<file path="config.mk">
export PLATFORM = sky130hd
export DESIGN_NAME = seq_divider_32
export DESIGN_NICKNAME = d
export VERILOG_FILES = /design/src/rtl/seq_divider_32.sv
export SDC_FILE = /design/constraint.sdc
export NUM_CORES = 1
export LEC_CHECK = 0
export CORE_UTILIZATION = 55
export DETAILED_ROUTE_END_ITERATION = 6
export PLACE_DENSITY = 0.78
export SLEW_MARGIN = 15
export SYNTH_ARGS = -nofsm -noshare
export SYNTH_HDL_FRONTEND = slang
export SYNTH_SLANG_ARGS = --single-unit
</file>
<file path="constraint.sdc">
create_clock -name clk -period 15.72 [get_ports clk]
set_clock_uncertainty 0.15 [all_clocks]
set_input_delay 3.144 -clock clk [delete_from_list [all_inputs] [get_ports clk]]
set_output_delay 3.144 -clock clk [all_outputs]
set_load 0.01 [all_outputs]
</file>
<file path="src/rtl/seq_divider_32.sv">
// Sequential restoring divider: one quotient bit per clock, signed or unsigned,
// with a fixed latency of WIDTH+2 cycles from an accepted start to the done pulse.
module seq_divider_32 #(
  parameter int WIDTH = 32
) (
  input  logic             clk,
  input  logic             rst_n,
  input  logic             start,
  input  logic             signed_op,
  input  logic [WIDTH-1:0] dividend,
  input  logic [WIDTH-1:0] divisor,
  output logic             busy,
  output logic             done,
  output logic [WIDTH-1:0] quotient,
  output logic [WIDTH-1:0] remainder,
  output logic             div_by_zero,
  output logic [1:0]       dbg_state
);

  // Handshake: start is taken only while idle (busy=0, done=0); operands are
  // captured on that edge. busy covers RUN/FIX, done is a single-cycle pulse,
  // and results/div_by_zero stay stable until the next accepted start.

  localparam int CW = $clog2(WIDTH + 1);

  typedef enum logic [1:0] {
    S_IDLE = 2'd0,
    S_RUN  = 2'd1,
    S_FIX  = 2'd2,
    S_DONE = 2'd3
  } state_t;

  state_t state, state_nxt;

  logic [WIDTH-1:0] dvd_r;
  logic [WIDTH-1:0] dsr_r;
  logic [WIDTH-1:0] prem_r;
  logic [WIDTH-1:0] quo_r;
  logic [CW-1:0]    cnt_r;
  logic             neg_q_r;
  logic             neg_r_r;

  logic             accept;
  logic             zero_div;
  logic [WIDTH-1:0] abs_dvd;
  logic [WIDTH-1:0] abs_dsr;
  logic [WIDTH:0]   trial_a;
  logic [WIDTH-1:0] diff;
  logic             b_chain;
  logic             borrow;
  logic [WIDTH-1:0] q_fix;
  logic [WIDTH-1:0] r_fix;

  assign busy      = (state == S_RUN) || (state == S_FIX);
  assign done      = (state == S_DONE);
  assign dbg_state = state;

  always_ff @(posedge clk) begin
    if (!rst_n) state <= S_IDLE;
    else        state <= state_nxt;
  end

  always_comb begin
    state_nxt = state;
    accept    = 1'b0;
    zero_div  = 1'b0;
    case (state)
      S_IDLE: begin
        if (start) begin
          accept = 1'b1;
          if (divisor == '0) begin
            zero_div  = 1'b1;
            state_nxt = S_DONE;
          end else begin
            state_nxt = S_RUN;
          end
        end
      end
      S_RUN:   if (cnt_r == CW'(1)) state_nxt = S_FIX;
      S_FIX:   state_nxt = S_DONE;
      S_DONE:  state_nxt = S_IDLE;
      default: state_nxt = S_IDLE;
    endcase
  end

  // Magnitudes; the most-negative value maps onto 2^(WIDTH-1), which is exact unsigned.
  always_comb begin
    abs_dvd = (signed_op && dividend[WIDTH-1]) ? ('0 - dividend) : dividend;
    abs_dsr = (signed_op && divisor[WIDTH-1])  ? ('0 - divisor)  : divisor;
  end

  // Trial subtraction as a ripple of single-bit full subtractors; the top bit of
  // the shifted remainder only has to absorb the borrow.
  always_comb begin
    trial_a = {prem_r, dvd_r[WIDTH-1]};
    diff    = '0;
    b_chain = 1'b0;
    for (int i = 0; i < WIDTH; i++) begin
      diff[i] = trial_a[i] ^ dsr_r[i] ^ b_chain;
      b_chain = (~trial_a[i] & dsr_r[i]) | (~(trial_a[i] ^ dsr_r[i]) & b_chain);
    end
    borrow = ~trial_a[WIDTH] & b_chain;
  end

  always_comb begin
    q_fix = neg_q_r ? ('0 - quo_r)  : quo_r;
    r_fix = neg_r_r ? ('0 - prem_r) : prem_r;
  end

  always_ff @(posedge clk) begin
    if (!rst_n) begin
      dvd_r       <= '0;
      dsr_r       <= '0;
      prem_r      <= '0;
      quo_r       <= '0;
      cnt_r       <= '0;
      neg_q_r     <= 1'b0;
      neg_r_r     <= 1'b0;
      quotient    <= '0;
      remainder   <= '0;
      div_by_zero <= 1'b0;
    end else begin
      if (accept) begin
        dvd_r       <= abs_dvd;
        dsr_r       <= abs_dsr;
        prem_r      <= '0;
        quo_r       <= '0;
        neg_q_r     <= signed_op & (dividend[WIDTH-1] ^ divisor[WIDTH-1]);
        neg_r_r     <= signed_op & dividend[WIDTH-1];
        div_by_zero <= zero_div;
        if (zero_div) begin
          cnt_r     <= '0;
          quotient  <= '1;
          remainder <= dividend;
        end else begin
          cnt_r     <= CW'(WIDTH);
        end
      end
      if (state == S_RUN) begin
        prem_r <= borrow ? trial_a[WIDTH-1:0] : diff;
        quo_r  <= {quo_r[WIDTH-2:0], ~borrow};
        dvd_r  <= {dvd_r[WIDTH-2:0], 1'b0};
        cnt_r  <= cnt_r - CW'(1);
      end
      if (state == S_FIX) begin
        quotient  <= q_fix;
        remainder <= r_fix;
      end
    end
  end

endmodule

</file>
# Word level (Yosys, flattened, before mapping)
# Cells that the tools add are included.
classes:
  add_sub_neg: 5
  n_mul: 0
  n_div: 0
  n_lt_le_gt_ge: 0
  n_eq_ne: 6
  shifts: 0
  mux: 28
  bitwise: 227
  n_reduce_logical: 11
ops:
  columns: ["op", "n"]
  rows:
  - ["$mux 32", 16]
  - ["$sub 1x32->32 const A", 4]
  - ["$and 1x1->1", 66]
  - ["$not 1->1", 66]
  - ["$xor 1x1->1", 64]
  - ["$logic_not 32->1", 1]
  - ["$or 1x1->1", 31]
  - ["$mux 6", 3]
  - ["$pmux 2 s4", 1]
  - ["$eq 6x1->1 const B", 1]
  - ["$mux 2", 3]
  - ["$reduce_bool 2->1", 3]
  - ["$sub 6x1->6 const B", 1]
  - ["$mux 1", 5]
  - ["$eq 2x2->1 const B", 2]
  - ["$reduce_and 2->1", 2]
  - ["$eq 2x1->1 const B", 1]
  - ["$logic_and 1x1->1", 2]
  - ["$logic_not 2->1", 1]
  - ["$ne 2x1->1 const B", 1]
  - ["$ne 2x2->1 const B", 1]
  - ["$reduce_or 2->1", 1]
  - ["$logic_or 1x1->1", 1]
totals:
  reg_bits: 203
  latchBits: 0
  mem_bits_rw: 0
  mem_bits_ro: 0
  inputBits: 68
  output_inout_bits: 69
  wordCells: 289
  memories: 0

# Longest topological paths before layout
# Gate-level depths: netlist of run 1.
depth:
  depth_word: 67
  ltp_mapped: 42
  ltp_nobuf: 41

# Least setup slack after synthesis of run 1
# Ideal clock, no wire load.
synth_timing:
  path_kind: "reg2reg"
  from: "register dvd_r[31]"
  to: "register prem_r[10]"
  setup_ns: 0.132
  t_arrival_ns: 13.289
  setup_slack_ns: 2.148
  path_stages_with_launch: 42
  path_buffers: 1
  period_less_slack_ns: 13.572
  cell_sequence: "dfxtp_1 > inv_1 > ha_1 > inv_1 > fa_1 > inv_1 > fa_1 > inv_1 > fa_1 > fa_1 > fa_1 > fa_1 > fa_1 > fa_1 > fa_1 > fa_1 > fa_1 > fa_1 > [... 6 more ...] > fa_1 > fa_1 > fa_1 > fa_1 > fa_1 > fa_1 > fa_1 > fa_1 > fa_1 > fa_1 > fa_1 > fa_1 > fa_1 > nor2_1 > clkbuf_1 > mux2_2 > nand2_1 > a21oi_1"
synth_via:
  elab_chain_cells: 67
synth_lines:
  columns: ["element", "line_no", "text"]
  rows:
  - ["from (decl)", "35", "logic [WIDTH-1:0] dvd_r;"]
  - ["from (signal assigned)", "124", "dvd_r <= abs_dvd;"]
  - ["from (signal assigned)", "142", "dvd_r <= {dvd_r[WIDTH-2:0], 1'b0};"]
  - ["$not 1->1 (*)", "100", "b_chain = (~trial_a[i] & dsr_r[i]) | (~(trial_a[i] ^ dsr_r[i]) & b_chain);"]
  - ["$and 1x1->1 (*) (2 in series)", "100", null]
  - ["$or 1x1->1 (*)", "100", null]
  - ["$and 1x1->1 (*)", "100", null]
  - ["$or 1x1->1 (*)", "100", null]
  - ["$and 1x1->1 (*)", "100", null]
  - ["$or 1x1->1 (*)", "100", null]
  - ["$and 1x1->1 (*)", "100", null]
  - ["[... 50 more ...]", null, null]
  - ["$or 1x1->1", "100", null]
  - ["$and 1x1->1", "100", null]
  - ["$or 1x1->1", "100", null]
  - ["$and 1x1->1", "100", null]
  - ["$or 1x1->1", "100", null]
  - ["$and 1x1->1", "102", "borrow = ~trial_a[WIDTH] & b_chain;"]
  - ["$mux 32 (*)", "140", "prem_r <= borrow ? trial_a[WIDTH-1:0] : diff;"]
  - ["$mux 32 (*)", "139", "if (state == S_RUN) begin"]
  - ["to (signal assigned)", "140", null]
  - ["to (decl)", "37", "logic [WIDTH-1:0] prem_r;"]
# Every way passes the cells marked *; elsewhere a longest branch is shown, timed or not.
# A chain may end at the register's enable or synchronous reset.

# Worst setup path after layout of run 1
layout_timing:
  from: "register dvd_r[31]"
  to: "register prem_r[17]"
layout_via:
  elab_chain_cells: 67
layout_lines:
  columns: ["element", "line_no"]
  rows:
  - ["$not 1->1 (*)", "100"]
  - ["$and 1x1->1 (*) (2 in series)", "100"]
  - ["$or 1x1->1 (*)", "100"]
  - ["$and 1x1->1 (*)", "100"]
  - ["$or 1x1->1 (*)", "100"]
  - ["$and 1x1->1 (*)", "100"]
  - ["$or 1x1->1 (*)", "100"]
  - ["$and 1x1->1 (*)", "100"]
  - ["[... 50 more ...]", null]
  - ["$or 1x1->1", "100"]
  - ["$and 1x1->1", "100"]
  - ["$or 1x1->1", "100"]
  - ["$and 1x1->1", "100"]
  - ["$or 1x1->1", "100"]
  - ["$and 1x1->1", "102"]
  - ["$mux 32 (*)", "140"]
  - ["$mux 32 (*)", "139"]
# Marks and branches as above.

==> results of run 1 <==
[how the worst min path moves through the flow]
| stage | from | end | slack [ns] | cells after the start |
|---|---|---|---|---|
| 2_1_floorplan | dvd_r[5] | dvd_r[6] | 0.28 | 2 |
| 3_3_place_gp | dvd_r[6] | dvd_r[7] | 0.29 | 2 |
| 3_5_place_dp | dvd_r[6] | dvd_r[7] | 0.29 | 2 |
| 4_1_cts | dvd_r[7] | dvd_r[8] | 0.30 | 2 |
| 5_1_grt | dvd_r[5] | dvd_r[6] | 0.33 | 2 |
| 6_report | dvd_r[7] | dvd_r[8] | 0.30 | 2 |
[state kept, by name (all words and copies together) (netlist names)]
| register | flops |
|---|---|
| dbg_state | 2 |
| remainder | 32 |
| quo_r | 32 |
| quotient | 32 |
| neg_r_r | 1 |
| dsr_r | 32 |
| prem_r | 32 |
| neg_q_r | 1 |
| div_by_zero | 1 |
| dvd_r | 32 |
| cnt_r | 6 |
[metrics by stage]
| stage | instances | utilization [%] |
|---|---|---|
| after detailed placement | 1731 | 62.6 |
| final | 1767 | 65.8 |
| after floorplan | 1436 | - |
| after CTS | 1767 | 65.8 |
| after global placement | 1731 | 62.6 |
| after global routing | 1767 | 65.8 |
[power by group]
group / internal, W / switching [W] / total [W]
clock network: 0.000288 / 0.000204 / 0.000492
registers: 0.000655 / 0.000137 / 0.000792
logic: 0.000645 / 0.000792 / 0.00144
total: 0.00159 / 0.00113 / 0.00272
[layer usage]
layer,share of wire (%),vias up,global-route usage (%)
li1,-,5322,-
met1,44,5350,41.2
met5,0,-,0
met4,2.4,0,10.2
met2,46,437,46.3
met3,7.1,49,3.23
[cells in the final DEF, fill, tap and decap left out, types with 24 or more instances in the layout]
master / count
xor2_1: 38
o21ai_0: 69
nor2_1: 62
a21oi_1: 141
xnor2_1: 53
dfxtp_1: 202
nor3_1: 38
mux2_2: 34
clkdlybuf4s50_1: 135
mux2i_1: 24
a31oi_1: 25
nand2_1: 124
fa_1: 31
inv_1: 54
nand3_1: 82
o41ai_1: 26
[layout make-up]
class	count	area, sq um	area share (%)
clock buffers	32	659	4.72
clock inverters	4	20.0	0.143
inverters	56	213	1.52
multi-input cells	1049	7220	51.7
flip-flops and latches	203	4070	29.1
well taps	275	344	2.46
repair buffers	148	1450	10.4
[Yosys cell counts (23+ instances only)]
| master | number | share of area (%) |
|---|---|---|
| a21oi_1 | 141 | 5.9 |
| a31oi_1 | 25 | 1.3 |
| clkbuf_1 | 106 | 3.3 |
| dfxtp_1 | 203 | 34 |
| fa_1 | 31 | 5.2 |
| inv_1 | 55 | 1.7 |
| mux2_2 | 34 | 3.2 |
| mux2i_1 | 24 | 2.0 |
| nand2_1 | 125 | 3.9 |
| nand3_1 | 82 | 3.4 |
| nor2_1 | 63 | 2.0 |
| nor3_1 | 38 | 1.6 |
| nor4_1 | 24 | 1.2 |
| o21ai_0 | 69 | 2.9 |
| o31ai_1 | 23 | 1.4 |
| o41ai_1 | 26 | 1.9 |
| or3_1 | 23 | 1.2 |
| xnor2_1 | 53 | 3.9 |
| xor2_1 | 38 | 2.8 |
[worst max-delay path, delay by kind of cell, from the launching register on]
kind | cells | cell delay, ns
and+or+nand+nor | 2 | 0.16
muxes | 1 | 0.39
buffers and inverters | 5 | 0.63
DFF | 1 | 0.32
AOI/OAI and AO/OA | 1 | 0.09
adders and majority gates | 32 | 12.20
[kinds of logic (layout without fill, tap and decap cells)]
logic type      Yosys count  in the layout  share of synthesized area (%)
flops                   203            203                           33.8
compound gates          414            414                           22.8
buf+inv                 184            240                           6.38
mux                      58             58                           5.18
fa+ha+maj                43             43                           6.41
xor+xnor                 91             91                           6.63
simple gates            443            443                           18.8
==> reports/results.txt, run 1 <==
drc violations = 0
max-slew violation count = 0
initial antenna violation count = 0
Remaining Overflow, GRT = 0
final setup fails = 0
pre-CTS setup slack = 1.81 ns
crit path DAT = 14.28 ns
Initial Util = 56.7%
reg2reg end = prem_r[17]
crit start category = flop
final instance area = 14000 sq um
Fin Setup TNS = 0 ns
number of flops mapped to enable cells by yosys = 0
Netlist cell types = 76
register area share after synthesis = 33.8%
prevailing post-synth register cell = dfxtp_1
worst path required time = 15.90 ns
Die Width = 150 um
core area = 21200 sq um
CP endpoint kind = flop
global-route wire length before repair = 53.2 mm
1st-pass router iterations = 6
Syn Std Cell Area = 12000 sq um
layout cells sized above 1 = 8.91%
CP endpoint = prem_r[17]
height of the die = 150 um
nets@finish = 1591
max cap viols = 0
Avg WL per Cell = 18.5 um
total track usage = 29.3%
WL final = 32.8 mm
number of global-route vias before repair = 10200
async set-reset flop share out of synthesis = 0%
min Tclk post-route = 14.10 ns
fillers = 1806
DP Wirelength = 22.0 mm
VDD IR max = 0.166 mV
initial drt markers = 889
#FFs+latches synth = 203
syn nets = 1547
CTS clk-pin slew, worst paths = 0.06 ns
H-tree levels = 1
worst setup path class = reg2reg
Worst-Skew Late Latency = 0.50 ns
clk sinks = 203
worst stage delay on the critical path = 0.44 ns
Least-Margin Pin Slew = 1.05 ns
PD cells = 195 nW/um^2
Worst Reg2Reg Path Length in Cells = 41
critical path startpoint = dvd_r[31]
Critical R2R Launch = dvd_r[31]
Die Area = 22500 sq um
TritonCTS clock tree = yes
largest net degree at the start of global routing = 95
Hold WS = 0.303 ns
HP Class = reg2reg
clock root buffer = clkbuf_16
Pleak = 4.99 nW
post-CTS setup buffers = 0
Worst slew margin = 29.3%
Max Freq = 70.9 MHz
RSZ-0062 raised after global routing = false
CTS Buf Count = 22
deepest clock path buffer count = 3
r2r setup slk = 1.62 ns
number of buffers added on ports = 136
Avg Cell Area, Syn = 8.37 sq um
final hold violation count = 0
Yosys warnings = 0
status = completed
Detail Route Antenna Nets = 0
most frequent CP cell = fa_1
dpl cell area = 13300 sq um
antenna cells = 0
Core Rows = 53
CP max stage cell = fa_1
Area growth, synth to finish = 16.2%
post-cts sizing count = 0
Tcrit/Tclk final = 89.7%
routed vias/inst = 6.31
hold_buf cts = 0
Placer Congestion = 0.886
Tot Pwr = 0.00272 W
Gate Count Post-Synth = 1436
total I/O pin count = 137
critical path peak fanout = 34
DR vias = 11200
Worst Setup Slack, final = 1.62 ns
(Power assumes the default switching activity.)
==> run 2: changes to the inputs <==
- CORE_UTILIZATION: 55 -> 57
- PLACE_DENSITY: 0.78 -> 0.81
- clock period: 15.72 -> 13.8 ns (I/O delays scaled with it)
==> run 2 against run 1 <==
  * Register-to-register slack worse by 1.2 ns
  * Via count up 0.84%
  * Maximum frequency up 5.7%
  * First-iteration DRC count up 29%
  * Critical endpoint is now prem_r[8]
==> reports/results.txt, run 2 (synthesis gave the netlist of run 1 again) <==
Die Width = 147 um (-1.7%)
crit path DAT = 13.55 ns (-0.73 ns)
drc violations = 0 (unchanged)
1st-pass router iterations = 5 (-1)
total track usage = 30.2% (+0.98 points)
CTS clk-pin slew, worst paths = 0.06 ns (about the same)
Placer Congestion = 0.857 (-3.3%)
WL final = 33.0 mm (+0.63%)
worst path required time = 14.00 ns (-1.90 ns)
sequential share of power = 27.0% (-2.1 points)
met3 wire length = 2.74 mm (+17%)
Non-Filler Instances = 1769 (+0.11%)
CTS Buf Count = 23 (+4.5%)
Initial Util = 58.8% (+2.2 points)
DR vias = 11300 (+0.84%)
PD cells = 238 nW/um^2 (+22%)
worst setup path class = reg2reg
Max Freq = 74.9 MHz (+5.7%)
min Tclk post-route = 13.34 ns (-0.754 ns)
pre-CTS setup slack = -0.0293 ns (-1.84 ns)
H-tree levels = 1 (unchanged)
initial antenna violation count = 0 (unchanged)
height of the die = 147 um (-1.7%)
Worst slew margin = 19.7% (-9.6 points)
Logic pwr share = 54.4% (+1.6 points)
Worst Setup Slack, final = 0.456 ns (-1.17 ns)
Sw Ratio = 40.2% (-1.4 points)
layout cells sized above 1 = 10.1% (+1.2 points)
Least-Margin Pin Slew = 1.20 ns (+0.151 ns)
register area = 4060 sq um (about the same)
VDD IR max = 0.137 mV (-17%)
fillers = 1652 (-8.5%)
number of buffers added on ports = 136 (unchanged)
clk sinks = 203 (unchanged)
wire length on met2 = 15.2 mm (+0.74%)
cell-internal power = 0.00202 W (+27%)
final instance area = 14200 sq um (+1.5%)
final setup fails = 0 (unchanged)
status = completed
worst stage delay on the critical path = 0.40 ns (-0.04 ns)
Layout Utilization = 69.4% (+3.6 points)
Tcrit/Tclk final = 96.7% (+7.0 points)
Core Rows = 52 (-1.9%)
antenna cells = 0 (unchanged)
clock power share = 18.6% (+0.5 points)
commonest cells after routing, fill and taps aside = dfxtp_1 (203), a21oi_1 (141), clkdlybuf4s50_1 (135)
dpl cell area = 13300 sq um (about the same)
CP max stage cell = fa_1
footprint of the multi-input gates = 7260 sq um (+0.52%)
max-slew violation count = 0 (unchanged)
DP Wirelength = 21.7 mm (-1.4%)
Detail Route Antenna Nets = 0 (unchanged)
core area = 20400 sq um (-3.7%)
Remaining Overflow, GRT = 0 (unchanged)
clock root buffer = clkbuf_16
hold_buf cts = 0 (unchanged)
Pleak = 5.07 nW (+1.6%)
CP endpoint kind = flop
nets@finish = 1597 (+0.38%)
largest net degree at the start of global routing = 102 (+7.4%)
Area growth, synth to finish = 18.0%
Worst-Skew Late Latency = 0.51 ns (about the same)
cell count after placement = 1726 (-0.29%)
P_sw = 0.00136 W (+20%)
Tot Pwr = 0.00337 W (+24%)
HP Class = reg2reg
most frequent CP cell = fa_1
Top Metal Used = met4
Die Area = 21700 sq um (-3.5%)
WL met1 = 14.2 mm (-2.0%)
global-route wire length before repair = 53.9 mm (+1.3%)
number of global-route vias before repair = 10400 (+2.4%)
max cap viols = 0 (unchanged)
critical path peak fanout = 17 (-50%)
deepest clock path buffer count = 3 (unchanged)
total I/O pin count = 137 (unchanged)
initial drt markers = 1143 (+29%)
routed vias/inst = 6.36 (+0.73%)
Avg WL per Cell = 18.6 um (+0.51%)
RSZ-0062 raised after global routing = false
final hold violation count = 0 (unchanged)
TritonCTS clock tree = yes
crit start category = flop
most common cell after layout, fill and taps aside = dfxtp_1
run 2: critical path, delay by kind of cell, from the launching register on:
family,cells,cell delay (ns)
flip-flops,1,0.34
AND/OR/NAND/NOR,2,0.19
AO/OA/AOI/OAI,1,0.08
buffers and inverters,6,0.53
multiplexers,1,0.34
adder cells (fa/ha/maj),32,11.51
run 2: final cells by class:
| class | instances | area share, % |
|---|---|---|
| Clock buffer | 32 | 4.65 |
| Multi-Input combinational cell | 1049 | 51.2 |
| Clock inverter | 6 | 0.759 |
| Sequential cell | 203 | 28.6 |
| Inverter | 56 | 1.50 |
| Timing Repair Buffer | 153 | 10.9 |
| Tap cell | 270 | 2.38 |
run 2: worst paths after layout:
check                 start   endpoint  slack [ns]  cells after the start
setup reg to reg  dvd_r[31]  prem_r[8]        0.46                     42
setup / recovery  dvd_r[31]  prem_r[8]        0.46                     42
hold / removal     dvd_r[5]   dvd_r[6]        0.30                      2
hold reg to reg    dvd_r[5]   dvd_r[6]        0.30                      2
run 2: timing repair:
item / in CTS / in global routing
endpoints found under the setup margin: 29 / 32
resized for setup: 7 / 8
hold endpoints to repair: 0 / 0
pin swaps: 2 / 2
cloned: 2 / 0
setup buffers: 2 / 1
run 2: metal layers:
layer	GRT usage [%]	vias up
li1	-	5353
met3	5.22	55
met2	49.6	504
met5	0	-
met4	8.97	0
met1	40.7	5340
run 2: power by group through the flow:
| stage | combinational (W) | sequential, W | clock [W] |
|---|---|---|---|
| finish | 0.00183 | 0.000909 | 0.000629 |
| global route | 0.00198 | 0.000932 | 0.000662 |
| CTS | 0.00180 | 0.000905 | 0.000635 |
| detailed placement | 0.00162 | 0.000914 | 0 |
| global placement | 0.00157 | 0.000905 | 0 |
| floorplan | 0.00118 | 0.000887 | 0 |
run 2: stage by stage:
stage               setup TNS, ns  hold WS [ns]
detailed placement        -0.0342         0.292
floorplan                       0         0.281
finish                          0         0.302
global route                    0         0.316
global placement                0         0.289
CTS                             0         0.301
==> run 3: changes to the inputs <==
- CORE_UTILIZATION: 57 -> 59
- CTS_BUF_LIST: default -> sky130_fd_sc_hd__clkbuf_4 sky130_fd_sc_hd__clkbuf_8
- PLACE_DENSITY: 0.81 -> 0.83
==> run 3 against run 2 <==
  * Utilization up 2.3 points
  * First-iteration DRC count shrank 5.5%
  * Critical endpoint is now prem_r[18]
  * Sequential power fell by 0.6%
  * Clock power down 9.5%
  * Non-clock buffer count grew 4
  * Wire length increased by 0.75%
  * Setup slack got worse by 0.13 ns
  * Design area down 0.26%
  * Critical path type unchanged
  * Maximum frequency decreased by 0.99%
  * Final cell count up 1.2%
  * Combinational power about the same
==> reports/results.txt, run 3 (synthesis gave the netlist of run 1 again) <==
WL final = 33.2 mm (+0.75%)
clock root buffer = clkbuf_8
Non-Filler Instances = 1790 (+1.2%)
VDD IR max = 0.135 mV (-1.8%)
drc violations = 0 (unchanged)
Fin Setup TNS = 0 ns (unchanged)
core area = 19700 sq um (-3.5%)
Worst slew margin = 26.7% (+7.1 points)
initial drt markers = 1080 (-5.5%)
CTS clk-pin slew, worst paths = 0.06 ns (about the same)
most frequent CP cell = fa_1
number of buffers added on ports = 136 (unchanged)
number of global-route vias before repair = 10400 (-0.39%)
pre-CTS setup slack = -0.0395 ns (-0.0102 ns)
RSZ-0062 raised after global routing = false
cell count after placement = 1725 (-0.058%)
Logic pwr share = 55.3% (+0.9 points)
initial antenna violation count = 0 (unchanged)
DP Wirelength = 22.1 mm (+1.7%)
nets@finish = 1613 (+1.0%)
routed vias/inst = 6.34 (-0.33%)
worst stage delay on the critical path = 0.41 ns (about the same)
H-tree levels = 2 (+1)
Least-Margin Pin Slew = 1.10 ns (-0.106 ns)
sequential share of power = 27.4% (+0.4 points)
r2r setup slk = 0.32 ns (-0.13 ns)
final hold violation count = 0 (unchanged)
TritonCTS clock tree = yes
Pleak = 5.09 nW (+0.49%)
Initial Util = 61.0% (+2.1 points)
P_sw = 0.00136 W (+0.42%)
Avg WL per Cell = 18.6 um (-0.43%)
global-route wire length before repair = 52.9 mm (-1.8%)
total track usage = 32.0% (+1.7 points)
Placer Congestion = 0.878 (+2.5%)
HP Class = reg2reg
hold_buf cts = 0 (unchanged)
Die Area = 21000 sq um (-3.3%)
worst path required time = 14.02 ns (+0.02 ns)
Remaining Overflow, GRT = 0 (unchanged)
DR vias = 11300 (+0.85%)
max-slew violation count = 0 (unchanged)
antenna cells = 0 (unchanged)
most common cell after layout, fill and taps aside = dfxtp_1
CP max stage cell = fa_1
Worst-Skew Late Latency = 0.53 ns (+0.02 ns)
PD cells = 233 nW/um^2 (-2.0%)
critical path peak fanout = 15 (-2)
height of the die = 145 um (-1.7%)
Die Width = 145 um (-1.7%)
Max Freq = 74.2 MHz (-0.99%)
clk sinks = 203 (unchanged)
layout cells sized above 1 = 11.8% (+1.7 points)
final setup fails = 0 (unchanged)
cell-internal power = 0.00193 W (-4.1%)
1st-pass router iterations = 6 (+1)
Worst Setup Slack, final = 0.323 ns (-0.133 ns)
Area growth, synth to finish = 17.7%
Sw Ratio = 41.3% (+1.1 points)
Detail Route Antenna Nets = 0 (unchanged)
total I/O pin count = 137 (unchanged)
max cap viols = 0 (unchanged)
fillers = 1531 (-7.3%)
CP endpoint kind = flop
Core Rows = 51 (-1.9%)
worst setup path class = reg2reg
CTS Buf Count = 35 (+52%)
Tcrit/Tclk final = 97.7% (+0.96 points)
status = completed
deepest clock path buffer count = 3 (unchanged)
crit start category = flop
clock power share = 17.3% (-1.3 points)
commonest cells after routing, fill and taps aside = dfxtp_1 (203), a21oi_1 (141), clkdlybuf4s50_1 (135)
largest net degree at the start of global routing = 89 (-13%)
crit path DAT = 13.70 ns (+0.15 ns)
min Tclk post-route = 13.48 ns (+0.133 ns)
-- run 3: cell types whose count changed in the layout (fill, tap and decap cells not counted), moves of 2 or more --
cell	delta
buf_4	+4
bufinv_16	-3
clkbuf_1	-4
clkbuf_16	-23
clkbuf_4	+12
clkbuf_8	+40
fa_1	+2
fa_2	-2
-- run 3: power groups by stage --
stage,Sequential (W),Clock (W),Combinational (W)
6_report,0.000904,0.000569,0.00182
5_1_grt,0.000925,0.000599,0.00198
4_1_cts,0.000898,0.000573,0.00178
3_5_place_dp,0.000909,0,0.00165
3_3_place_gp,0.000901,0,0.00159
2_1_floorplan,0.000887,0,0.00118
-- run 3: worst paths after layout --
path,depth (start not counted),start,endpoint
setup / recovery,42,dvd_r[31],prem_r[18]
hold / removal,2,dvd_r[5],dvd_r[6]
setup reg to reg,42,dvd_r[31],prem_r[18]
hold reg to reg,2,dvd_r[5],dvd_r[6]
-- run 3: metrics by stage --
| stage | utilization, % | power [W] | instance area [sq um] | hold slack [ns] |
|---|---|---|---|---|
| 2_1_floorplan | - | 0.00206 | 12000 | 0.281 |
| 3_3_place_gp | 67.6 | 0.00249 | 13300 | 0.289 |
| 3_5_place_dp | 67.6 | 0.00256 | 13300 | 0.296 |
| 4_1_cts | 71.6 | 0.00325 | 14100 | 0.308 |
| 5_1_grt | 71.8 | 0.00350 | 14100 | 0.321 |
| 6_report | 71.8 | 0.00330 | 14100 | 0.310 |
-- run 3: worst max-delay path: cells and delay by family (launching register included) --
| family | cells | cell delay [ns] |
|---|---|---|
| compound gates | 1 | 0.09 |
| fa+ha+maj | 32 | 11.66 |
| buf+inv | 6 | 0.52 |
| flops | 1 | 0.33 |
| mux | 1 | 0.35 |
| simple gates | 2 | 0.20 |
-- run 3: what timing repair did --
| action | CTS | global route |
|---|---|---|
| pin swaps | 2 | 2 |
| setup buffers | 2 | 2 |
| resized for setup | 4 | 9 |
| gates cloned | 1 | 0 |
| setup endpoints to repair | 26 | 32 |
| hold endpoints to repair | 0 | 0 |
-- run 3: layer usage --
metal  vias up  global-route usage (%)  wire length (um)
met3        82                    5.17              2720
met5         -                       0                 0
met2       514                    50.9             15200
li1       5385                       -                 -
met1      5367                    43.1             14200
met4         0                    13.1              1090
-- run 3: final cells by class --
type                       count  area (sq um)  area share [%]
tap                          265           332            2.34
inverter                      56           213            1.50
clock buffer                  57           709            5.01
sequential                   203          4060            28.7
clock inverter                 3          15.0           0.106
multi-input combinational   1049          7260            51.3
timing repair buffer         157          1560            11.0
